File: src/rtl/seg_pkg.sv
// Shared constants for the seven-segment display blocks: active-low segment
// codes ordered {dp,g,f,e,d,c,b,a} and the number of scanned digits.
package seg_pkg;

  localparam int DIGITS = 6;

  localparam logic [7:0] SEG_0     = 8'hC0;
  localparam logic [7:0] SEG_1     = 8'hF9;
  localparam logic [7:0] SEG_2     = 8'hA4;
  localparam logic [7:0] SEG_3     = 8'hB0;
  localparam logic [7:0] SEG_4     = 8'h99;
  localparam logic [7:0] SEG_5     = 8'h92;
  localparam logic [7:0] SEG_6     = 8'h82;
  localparam logic [7:0] SEG_7     = 8'hF8;
  localparam logic [7:0] SEG_8     = 8'h80;
  localparam logic [7:0] SEG_9     = 8'h90;
  localparam logic [7:0] SEG_BLANK = 8'hFF;
  localparam logic [7:0] SEG_MINUS = 8'hBF;

  typedef logic [3:0] bcd_t;

endpackage

File: src/rtl/bcd_to_seg.sv
// Combinational BCD to active-low seven-segment decoder with blank, minus
// and decimal-point overrides. Codes 10..15 decode to blank.
module bcd_to_seg
  import seg_pkg::*;
(
  input  logic [3:0] code,
  input  logic       blank,
  input  logic       minus,
  input  logic       dp,
  output logic [7:0] seg
);

  // Minus wins over blank, blank wins over the digit; dp is applied last.
  always_comb begin
    seg = SEG_BLANK;
    unique case (code)
      4'd0:    seg = SEG_0;
      4'd1:    seg = SEG_1;
      4'd2:    seg = SEG_2;
      4'd3:    seg = SEG_3;
      4'd4:    seg = SEG_4;
      4'd5:    seg = SEG_5;
      4'd6:    seg = SEG_6;
      4'd7:    seg = SEG_7;
      4'd8:    seg = SEG_8;
      4'd9:    seg = SEG_9;
      default: seg = SEG_BLANK;
    endcase
    if (minus) begin
      seg = SEG_MINUS;
    end else if (blank) begin
      seg = SEG_BLANK;
    end
    if (dp) begin
      seg[7] = 1'b0;
    end
  end

endmodule

File: src/rtl/seg_dynamic_scan.sv
// Six-digit dynamic-scan driver for a common-anode display: dwell counter,
// digit index, once-per-frame input snapshot, leading-zero blanking, minus
// sign placement and registered one-hot select / active-low segment outputs.
module seg_dynamic_scan
  import seg_pkg::*;
#(
  parameter int CNT_MAX = 49_999
) (
  input  logic       sys_clk,
  input  logic       sys_rst_n,
  input  logic [3:0] unit,
  input  logic [3:0] ten,
  input  logic [3:0] hun,
  input  logic [3:0] tho,
  input  logic [3:0] t_tho,
  input  logic [3:0] h_hun,
  input  logic [5:0] point,
  input  logic       sign,
  input  logic       seg_en,
  output logic [5:0] sel,
  output logic [7:0] seg
);

  localparam int CNT_W = (CNT_MAX > 0) ? $clog2(CNT_MAX + 1) : 1;
  localparam logic [CNT_W-1:0] CNT_LAST = CNT_W'(CNT_MAX);
  localparam logic [2:0] IDX_LAST = 3'(DIGITS - 1);

  logic [CNT_W-1:0]         cnt_q, cnt_d;
  logic [2:0]               idx_q, idx_d;
  logic [2:0]               idx_p1_q, idx_p1_d;
  logic                     en_p1_q, en_p1_d;
  logic [DIGITS-1:0][3:0]   dig_q, dig_d;
  logic [DIGITS-1:0]        point_q, point_d;
  logic                     sign_q, sign_d;
  logic [DIGITS-1:0]        sel_q, sel_d;
  logic [7:0]               seg_q, seg_d;
  logic [DIGITS-1:0]        blank_m;
  logic [DIGITS-1:0]        minus_m;
  logic [7:0]               dec_seg;
  logic                     take_snap;

  assign take_snap = (cnt_q == '0) && (idx_q == '0);

  // Dwell counter and digit index; both parked at zero while disabled.
  always_comb begin
    cnt_d = cnt_q;
    idx_d = idx_q;
    if (!seg_en) begin
      cnt_d = '0;
      idx_d = '0;
    end else if (cnt_q == CNT_LAST) begin
      cnt_d = '0;
      idx_d = (idx_q == IDX_LAST) ? 3'd0 : idx_q + 3'd1;
    end else begin
      cnt_d = cnt_q + CNT_W'(1);
    end
  end

  // Stage A: delay index/enable and latch inputs at the start of each frame.
  always_comb begin
    idx_p1_d = idx_q;
    en_p1_d  = seg_en;
    dig_d    = dig_q;
    point_d  = point_q;
    sign_d   = sign_q;
    if (take_snap) begin
      dig_d   = {h_hun, t_tho, tho, hun, ten, unit};
      point_d = point;
      sign_d  = sign;
    end
  end

  // Blank mask grows down from the top digit; minus sits on its lowest bit.
  always_comb begin
    logic higher_zero;
    higher_zero = 1'b1;
    blank_m     = '0;
    minus_m     = '0;
    for (int i = DIGITS - 1; i >= 1; i--) begin
      higher_zero = higher_zero & (dig_q[i] == 4'd0);
      blank_m[i]  = higher_zero;
    end
    for (int i = 1; i < DIGITS; i++) begin
      minus_m[i] = sign_q & blank_m[i] & ~blank_m[i-1];
    end
  end

  bcd_to_seg u_dec (
    .code  (dig_q[idx_p1_q]),
    .blank (blank_m[idx_p1_q]),
    .minus (minus_m[idx_p1_q]),
    .dp    (point_q[idx_p1_q]),
    .seg   (dec_seg)
  );

  // Stage B: select and segment outputs, forced off while disabled.
  always_comb begin
    sel_d = '0;
    seg_d = SEG_BLANK;
    if (en_p1_q) begin
      sel_d = DIGITS'(1) << idx_p1_q;
      seg_d = dec_seg;
    end
  end

  // All state registers share the asynchronous active-low reset.
  always_ff @(posedge sys_clk or negedge sys_rst_n) begin
    if (!sys_rst_n) begin
      cnt_q    <= '0;
      idx_q    <= '0;
      idx_p1_q <= '0;
      en_p1_q  <= 1'b0;
      dig_q    <= '0;
      point_q  <= '0;
      sign_q   <= 1'b0;
      sel_q    <= '0;
      seg_q    <= SEG_BLANK;
    end else begin
      cnt_q    <= cnt_d;
      idx_q    <= idx_d;
      idx_p1_q <= idx_p1_d;
      en_p1_q  <= en_p1_d;
      dig_q    <= dig_d;
      point_q  <= point_d;
      sign_q   <= sign_d;
      sel_q    <= sel_d;
      seg_q    <= seg_d;
    end
  end

  assign sel = sel_q;
  assign seg = seg_q;

endmodule

File: config.mk
export PLATFORM = sky130hd
export DESIGN_NAME = seg_dynamic_scan
export DESIGN_NICKNAME = d
export VERILOG_FILES = /design/src/rtl/seg_pkg.sv /design/src/rtl/bcd_to_seg.sv /design/src/rtl/seg_dynamic_scan.sv
export SDC_FILE = /design/constraint.sdc
export NUM_CORES = 1
export LEC_CHECK = 0
export ABC_CLOCK_PERIOD_IN_PS = 6400
export BUFFER_PORTS_ARGS = -buffer_cell sky130_fd_sc_hd__clkbuf_2
export CELL_PAD_IN_SITES_DETAIL_PLACEMENT = 0
export CELL_PAD_IN_SITES_GLOBAL_PLACEMENT = 1
export CORE_ASPECT_RATIO = 1.5
export CORE_MARGIN = 1.5
export CORE_UTILIZATION = 30
export DETAILED_ROUTE_END_ITERATION = 8
export PLACE_DENSITY = 0.56
export SKIP_LAST_GASP = 1
export SLEW_MARGIN = 30
export SYNTH_ARGS = -nofsm -noshare
export SYNTH_HDL_FRONTEND = slang
export SYNTH_HIERARCHICAL = 1
export SYNTH_SLANG_ARGS = --single-unit
File: constraint.sdc
create_clock -name sys_clk -period 6.4 [get_ports sys_clk]
set_input_delay 0.64 -clock sys_clk [delete_from_list [all_inputs] [get_ports sys_clk]]
set_output_delay 0.64 -clock sys_clk [all_outputs]
set_load 0.01 [all_outputs]
==> key figures, run 1 <==
Status
  – Run status: complete, no violations

STA
  – Unrepaired setup endpoints after global routing: false
  – Fin Clk Skew: 0.00660 ns
  – Fin. max-slew vios: 0
  – Hold Fails Final Rpt: 0
  – Worst-margin pin slew: 0.892 ns
  – Setup TNS: 0 ns
  – Setup violators final: 0
  – Max Clk Rate: 0.375 GHz
  – Final Cycle Share: 41.7%
  – Fin crit period: 2.67 ns
  – Hold Slack: 0.404 ns
  – Relative slew slack: 40.5%

Setup path
  – Startpoint Class: flop
  – Flop2flop setup slack: 3.73 ns
  – Critical path type: flop to flop
  – CP required: 6.66 ns
  – Data arrival, critical path: 2.92 ns
  – R2R depth: 9
  – RR Startpoint: idx_p1_q[0]$_DFF_PN0_
  – CP Capture Type: flop
  – CP max FO: 24
  – Worst Setup SP: idx_p1_q[0]$_DFF_PN0_
  – RR Endpoint: seg[3]$_DFF_PN1_

Floorplanning
  – # IOs: 48
  – Total core area: 0.0106 mm2
  – Rows: 46
  – Die Wd: 88.7 um
  – DIE AREA: 0.0117 mm2
  – Initial Utilization: 31.1%
  – Die height: 132 um

Cells and area
  – Nets: 373
  – Share of cells above drive strength 1: 33.8%
  – Post-Layout Cell Count: 481
  – Final Cell Area: 0.00398 mm2
  – Antenna diode count: 0
  – Layout area overhead: 20.2%

Power
  – Sequential power share: 43.4%
  – Leak: 1.74 nW
  – Comb power frac: 15.3%
  – Sw power: 0.000309 W
  – Pwr Total: 0.00120 W
  – Internal power: 0.000894 W
  – Clock power frac: 41.3%
  – Sw Ratio: 25.7%
  – Pwr dens: 303 mW/mm2
  – VDD IR-drop max: 127 uV

Clocking
  – Register clock-pin slew on the reported worst setup and hold paths: 0.06 ns
  – CTS tree: yes
  – Post-CTS Setup Bufs: 0
  – Hold-fix buffers, CTS: 0
  – CTS resizes: 0
  – Clock Root Buffer: clkbuf_16
  – Bufs on Longest Clock Path: 2
  – Clk sinks: 68
  – CTS Buf Count: 9
  – H-tree depth: 3
  – Clk_lat worst skew: 0.34 ns

Global route
  – Initial antenna violation count: 0
  – Remaining Overflow, GRT: 0
  – GRT Total Usage: 13.9%
  – Pin count of the biggest net entering global routing: 69
  – Vias in the first global route: 2393
  – First-pass GRT wire length: 12000 um

Worst hold path
  – Min-Delay Path Class: input pin to async pin

Synth
  – Ys Warns: 6
  – Top post-synthesis cells by count: dfrtp_1 (60), mux2_2 (28), nor2_1 (21)
  – Post-synth EDFFs: 0
  – Post-Syn Area per Cell: 11.6 um2
  – Post-synthesis sequential area ratio: 51.8%
  – Main flop type after synthesis: dfrtp_1
  – Syn nets: 326
  – Top post-synthesis cells by area: dfrtp_1 (45%), mux2_2 (9.5%), dfstp_2 (6.4%)
  – Seq cells post-synth: 68
  – Async SR Flop Fraction: 100%
  – Netlist Area Pre-Place: 0.00331 mm2
  – Top-count cell post-synth: dfrtp_1
  – Gate count after technology mapping: 285
  – Top cell type's share of synthesized area: 45.4%
  – Cell taking the most area after synthesis: dfrtp_1
  – Synth unique cells: 47

Drt
  – Vias per cell: 4.75
  – DRC: 0
  – Iter 0 DRT Violations: 80
  – First-pass DRT Iterations: 4
  – Drt total wl: 7240 um
  – WL per Instance: 15.1 um
  – Antenna viol nets, final: 0
  – Routed via count: 2284

Job
  – Max-cap violations: 0

Placement
  – GP Congestion: 0.812
  – Cell Area, Placed: 0.00367 mm2
  – HPWL after detailed placement: 5250 um
  – Placed cells: 465
  – IO buf count: 47
[sequential cells by signal, indices dropped and copies added, names as in the netlist]
signal    flops
sel           6
sign_q        1
seg           8
dig_q        24
idx_p1_d      3
en_p1_q       1
idx_p1_q      3
point_q       6
cnt_q        16
[stage by stage]
step	util (%)	worst slack, ns
6_report	37.3	3.73
5_1_grt	37.3	3.47
4_1_cts	37.3	3.68
3_5_place_dp	34.5	3.70
3_3_place_gp	34.5	3.76
2_1_floorplan	-	4.19
[cells in the final DEF (no fill, tap or decap), types with 2 or more instances in the layout]
cell        Yosys  routed
a21oi_1         3       3
and3_1          2       2
clkbuf_16       0       9
clkbuf_2        0      46
clkinv_2        0       2
clkinvlp_4      0       2
dfrtp_1        60      60
dfstp_2         8       8
ha_1            7       7
inv_1          13      13
mux2_1          3       3
mux2_2         28      28
mux2i_1         8       8
mux4_2          5       5
nand2_1        18      18
nand2b_1       11      11
nand3_1         7       7
nand3b_1        2       2
nand4_1         4       4
nor2_1         21      20
nor2b_1         2       2
nor3_1          8       8
nor4_1          9       9
nor4b_1         2       2
o21ai_0         9       9
o22ai_1         5       5
or3_1           4       4
or3_4           2       2
xnor2_1         9       9
xor2_1          5       5
[power groups by stage]
stage               combinational (W)  clock (W)  sequential (W)
finish                       0.000184   0.000497        0.000522
global route                 0.000206   0.000533        0.000530
CTS                          0.000188   0.000517        0.000523
detailed placement           0.000187          0        0.000531
global placement             0.000185          0        0.000531
floorplan                    0.000133          0        0.000522
[cell type report]
class,instances,area (um2)
sequential,68,1710
tap,144,180
clock inverter,6,63.8
inverter,13,48.8
fill,1088,6670
clock buffer,10,239
timing repair buffer,49,254
multi-input combinational,191,1480
[cells by family after synthesis]
group / after synthesis / synth area share (%)
adders and majority gates: 7 / 2.65
AOI/OAI and AO/OA: 26 / 5.07
buffers and inverters: 26 / 3.63
and+or+nand+nor: 100 / 16.8
xor gates and xnor gates: 14 / 3.71
DFF: 68 / 51.8
muxes: 44 / 16.4
[critical path, cell delays in order, from the launching register on]
cell,delay [ns]
dfrtp_1,0.93
mux4_2,0.36
inv_1,0.04
o22ai_1,0.36
inv_1,0.15
ha_1,0.30
nand2_1,0.07
o21ai_0,0.12
o21ai_0,0.08
nand2b_1,0.16
[worst max-delay path by stage]
stage          slack, ns  cells after the start          endpoint
2_1_floorplan       4.19                     11  seg[3]$_DFF_PN1_
3_3_place_gp        3.76                      9  seg[3]$_DFF_PN1_
3_5_place_dp        3.70                      7  seg[5]$_DFF_PN1_
4_1_cts             3.68                      7  seg[5]$_DFF_PN1_
5_1_grt             3.47                      9  seg[3]$_DFF_PN1_
6_report            3.73                      9  seg[3]$_DFF_PN1_
[routing by layer]
| metal | track usage, % | up-vias | part of all wire (%) |
|---|---|---|---|
| li1 | - | 1101 | - |
| met1 | 14.6 | 1127 | 38 |
| met4 | 8.77 | 0 | 3.6 |
| met2 | 23.8 | 43 | 55 |
| met5 | 0 | - | 0 |
| met3 | 3.52 | 13 | 3.9 |
Note: power is estimated with default switching activity, not from simulation.
==> run 2: changes to the inputs <==
--- a/config.mk
+++ b/config.mk
@@ -5,7 +5,8 @@
 export SDC_FILE = /design/constraint.sdc
 export NUM_CORES = 1
 export LEC_CHECK = 0
-export ABC_CLOCK_PERIOD_IN_PS = 6400
+export ABC_AREA = 1
+export ABC_CLOCK_PERIOD_IN_PS = 2670
 export BUFFER_PORTS_ARGS = -buffer_cell sky130_fd_sc_hd__clkbuf_2
 export CELL_PAD_IN_SITES_DETAIL_PLACEMENT = 0
 export CELL_PAD_IN_SITES_GLOBAL_PLACEMENT = 1
@@ -13,7 +14,7 @@
 export CORE_MARGIN = 1.5
 export CORE_UTILIZATION = 30
 export DETAILED_ROUTE_END_ITERATION = 8
-export PLACE_DENSITY = 0.56
+export PLACE_DENSITY = 0.59
 export SKIP_LAST_GASP = 1
 export SLEW_MARGIN = 30
 export SYNTH_ARGS = -nofsm -noshare
==> constraint.sdc (replaced) <==
create_clock -name sys_clk -period 2.67 [get_ports sys_clk]
set_input_delay 0.267 -clock sys_clk [delete_from_list [all_inputs] [get_ports sys_clk]]
set_output_delay 0.267 -clock sys_clk [all_outputs]
set_load 0.01 [all_outputs]
==> run 2 against run 1 <==
  * Die area increased by 7.5%
  * Clock power increased by 140%
  * Core utilization down 0.49 points
  * Synthesized area is 7.8% higher
  * Sequential share of layout area shrank 2.8 points
  * Synthesized cell count increased by 55%
  * First-iteration DRC count up 39%
  * Flip-flop and latch count unchanged
  * Non-clock buffer count rose by 5
==> key figures, run 2 <==
Setup path
  – Data arrival, critical path: 2.61 ns
  – Slowest stage delay, CP: 0.40 ns
  – CP Cell Sequence: inv_1, nor2_2, a22oi_1, a31oi_1, inv_1, ha_1, nand2_1, nand3_1, nand2_1, or2_2
  – CP required: 2.92 ns
  – Critical path type: flop to flop
  – Startpoint Class: flop
  – CP max-delay cell: dfrtp_1
  – R2R depth: 10
  – CP max FO: 10
  – CP Capture Type: flop

Placement
  – IO buf count: 47
  – HPWL after detailed placement: 7000 um
  – Cell Area, Placed: 0.00394 mm2
  – GP Congestion: 0.858
  – Placed cells: 635

Clocking
  – H-tree depth: 3
  – Bufs on Longest Clock Path: 2
  – Clock Root Buffer: clkbuf_16
  – CTS tree: yes
  – Clk sinks: 68
  – CTS Buf Count: 9
  – Register clock-pin slew on the reported worst setup and hold paths: 0.05 ns
  – Hold-fix buffers, CTS: 0
  – Post-CTS Setup Bufs: 0
  – Clk_lat worst skew: 0.34 ns

STA
  – Fin Clk Skew: 0.00931 ns
  – Setup TNS: 0 ns
  – Unrepaired setup endpoints after global routing: false
  – Worst-margin pin slew: 0.651 ns
  – Hold Fails Final Rpt: 0
  – Setup violators final: 0
  – Fin. max-slew vios: 0
  – Relative slew slack: 56.4%
  – Hold Slack: 0.0223 ns
  – Fin crit period: 2.36 ns
  – Max Clk Rate: 0.423 GHz
  – Final Cycle Share: 88.5%

Synth
  – Top post-synthesis cells by area: dfrtp_1 (42%), nand2_1 (13%), nand3_1 (7.2%)
  – Seq cells post-synth: 68
  – Post-synth EDFFs: 0
  – Top-count cell post-synth: nand2_1
  – Synth unique cells: 35
  – Netlist Area Pre-Place: 0.00356 mm2
  – Post-synthesis sequential area ratio: 48.0%
  – Top post-synthesis cells by count: nand2_1 (126), dfrtp_1 (60), nand3_1 (51)
  – Syn nets: 484
  – Post-Syn Area per Cell: 8.04 um2
  – Ys Warns: 6
  – Main flop type after synthesis: dfrtp_1
  – Cell taking the most area after synthesis: dfrtp_1
  – Top cell type's share of synthesized area: 42.1%
  – Gate count after technology mapping: 443
  – Async SR Flop Fraction: 100%

Drt
  – DRC: 0
  – Vias per cell: 4.70
  – Routed via count: 3058
  – Drt total wl: 9280 um
  – First-pass DRT Iterations: 4
  – Iter 0 DRT Violations: 111
  – Antenna viol nets, final: 0
  – WL per Instance: 14.3 um

Cells and area
  – Fillers: 1258
  – Layout area overhead: 19.2%
  – Largest register FFs: 24
  – Most flops, register: dig_q
  – Final Cell Area: 0.00425 mm2
  – Post-Layout Cell Count: 651
  – Layout Utilization: 36.8%
  – Share of cells above drive strength 1: 20.2%
  – Commonest non-fill, non-tap cells in the layout: nand2_1 (126), dfrtp_1 (60), nand3_1 (51)
  – Nets: 537
  – Antenna diode count: 0
  – Leading cell type in the layout, fill and taps excluded: nand2_1

Floorplanning
  – DIE AREA: 0.0126 mm2
  – Die height: 136 um
  – Rows: 48
  – # IOs: 48
  – Total core area: 0.0115 mm2
  – Die Wd: 92.0 um
  – Initial Utilization: 30.9%

Global route
  – First-pass GRT wire length: 15200 um
  – Initial antenna violation count: 0
  – Remaining Overflow, GRT: 0
  – GRT Total Usage: 15.9%
  – Vias in the first global route: 3067
  – Pin count of the biggest net entering global routing: 69

Status
  – Run status: complete, no violations

Power
  – VDD IR-drop max: 379 uV
  – Pwr dens: 886 mW/mm2
  – Leak: 2.09 nW

Job
  – Max-cap violations: 0

Worst hold path
  – Min-Delay Path Class: input pin to async pin
-- run 2: cell types whose count changed after synthesis, moves of 9 or more --
cell,delta
a22oi_1,+9
mux2_2,-28
nand2b_1,-11
nand2_1,+108
nand3_1,+44
nor4_1,-9
nor2_1,+29
inv_1,+25
-- run 2: timing repair --
action | in CTS | in global routing
gates resized for setup | 0 | 1
endpoints found under the hold margin | 0 | 0
endpoints found under the setup margin | 0 | 6
-- run 2: power by group --
part	total (W)	switching (W)	internal, W
Sequential	0.00153	0.000208	0.00133
Clock	0.00119	0.000416	0.000773
Combinational	0.00104	0.000635	0.000407
-- run 2: metal layers --
| layer | wire, um | GRT usage, % | share of wire (%) |
|---|---|---|---|
| met1 | 3790 | 18.1 | 41 |
| met2 | 4920 | 28.2 | 53 |
| met3 | 314 | 3.52 | 3.4 |
| met4 | 259 | 7.52 | 2.8 |
| met5 | 0 | 0 | 0 |
-- run 2: final timing paths --
check,startpoint,end,slack (ns)
setup / recovery,idx_p1_q[0]$_DFF_PN0_,seg[3]$_DFF_PN1_,0.31
hold / removal,sys_rst_n,sel[2]$_DFF_PN0_,0.02
setup reg to reg,idx_p1_q[0]$_DFF_PN0_,seg[3]$_DFF_PN1_,0.31
hold reg to reg,point_q[5]$_DFFE_PN0P_,point_q[5]$_DFFE_PN0P_,0.48
max in group asynchronous,sys_rst_n,dig_q[19]$_DFFE_PN0P_,2.20
min in group sys_clk,point[2],point_q[2]$_DFFE_PN0P_,0.16
-- run 2: kinds of logic after synthesis --
group / count (synthesis) / synth area share [%]
buf+inv: 56 / 7.34
fa+ha+maj: 7 / 2.46
xor+xnor: 8 / 1.97
compound gates: 32 / 5.62
flops: 68 / 48.0
simple gates: 272 / 34.6
-- run 2: metrics by stage --
step	setup slack, ns	total power [W]
floorplan	0.479	0.00226
global placement	0.202	0.00260
finish	0.308	0.00376
CTS	0.109	0.00383
global route	0.0769	0.00404
detailed placement	0.124	0.00261
-- run 2: area by class of cell --
class | instances | area [um2] | area share [%]
well taps | 150 | 188 | 4.42
inverters | 44 | 165 | 3.89
clock buffers | 14 | 264 | 6.22
clock inverters | 2 | 35.0 | 0.825
multi-input cells | 319 | 1590 | 37.5
repair buffers | 54 | 292 | 6.86
flip-flops and latches | 68 | 1710 | 40.3
-- run 2: worst max-delay path: cells and delay by family (launching register included) --
family                   cells  cell delay (ns)
AO/OA/AOI/OAI                2             0.50
adder cells (fa/ha/maj)      1             0.30
buffers and inverters        2             0.24
flip-flops                   1             0.40
AND/OR/NAND/NOR              5             0.85
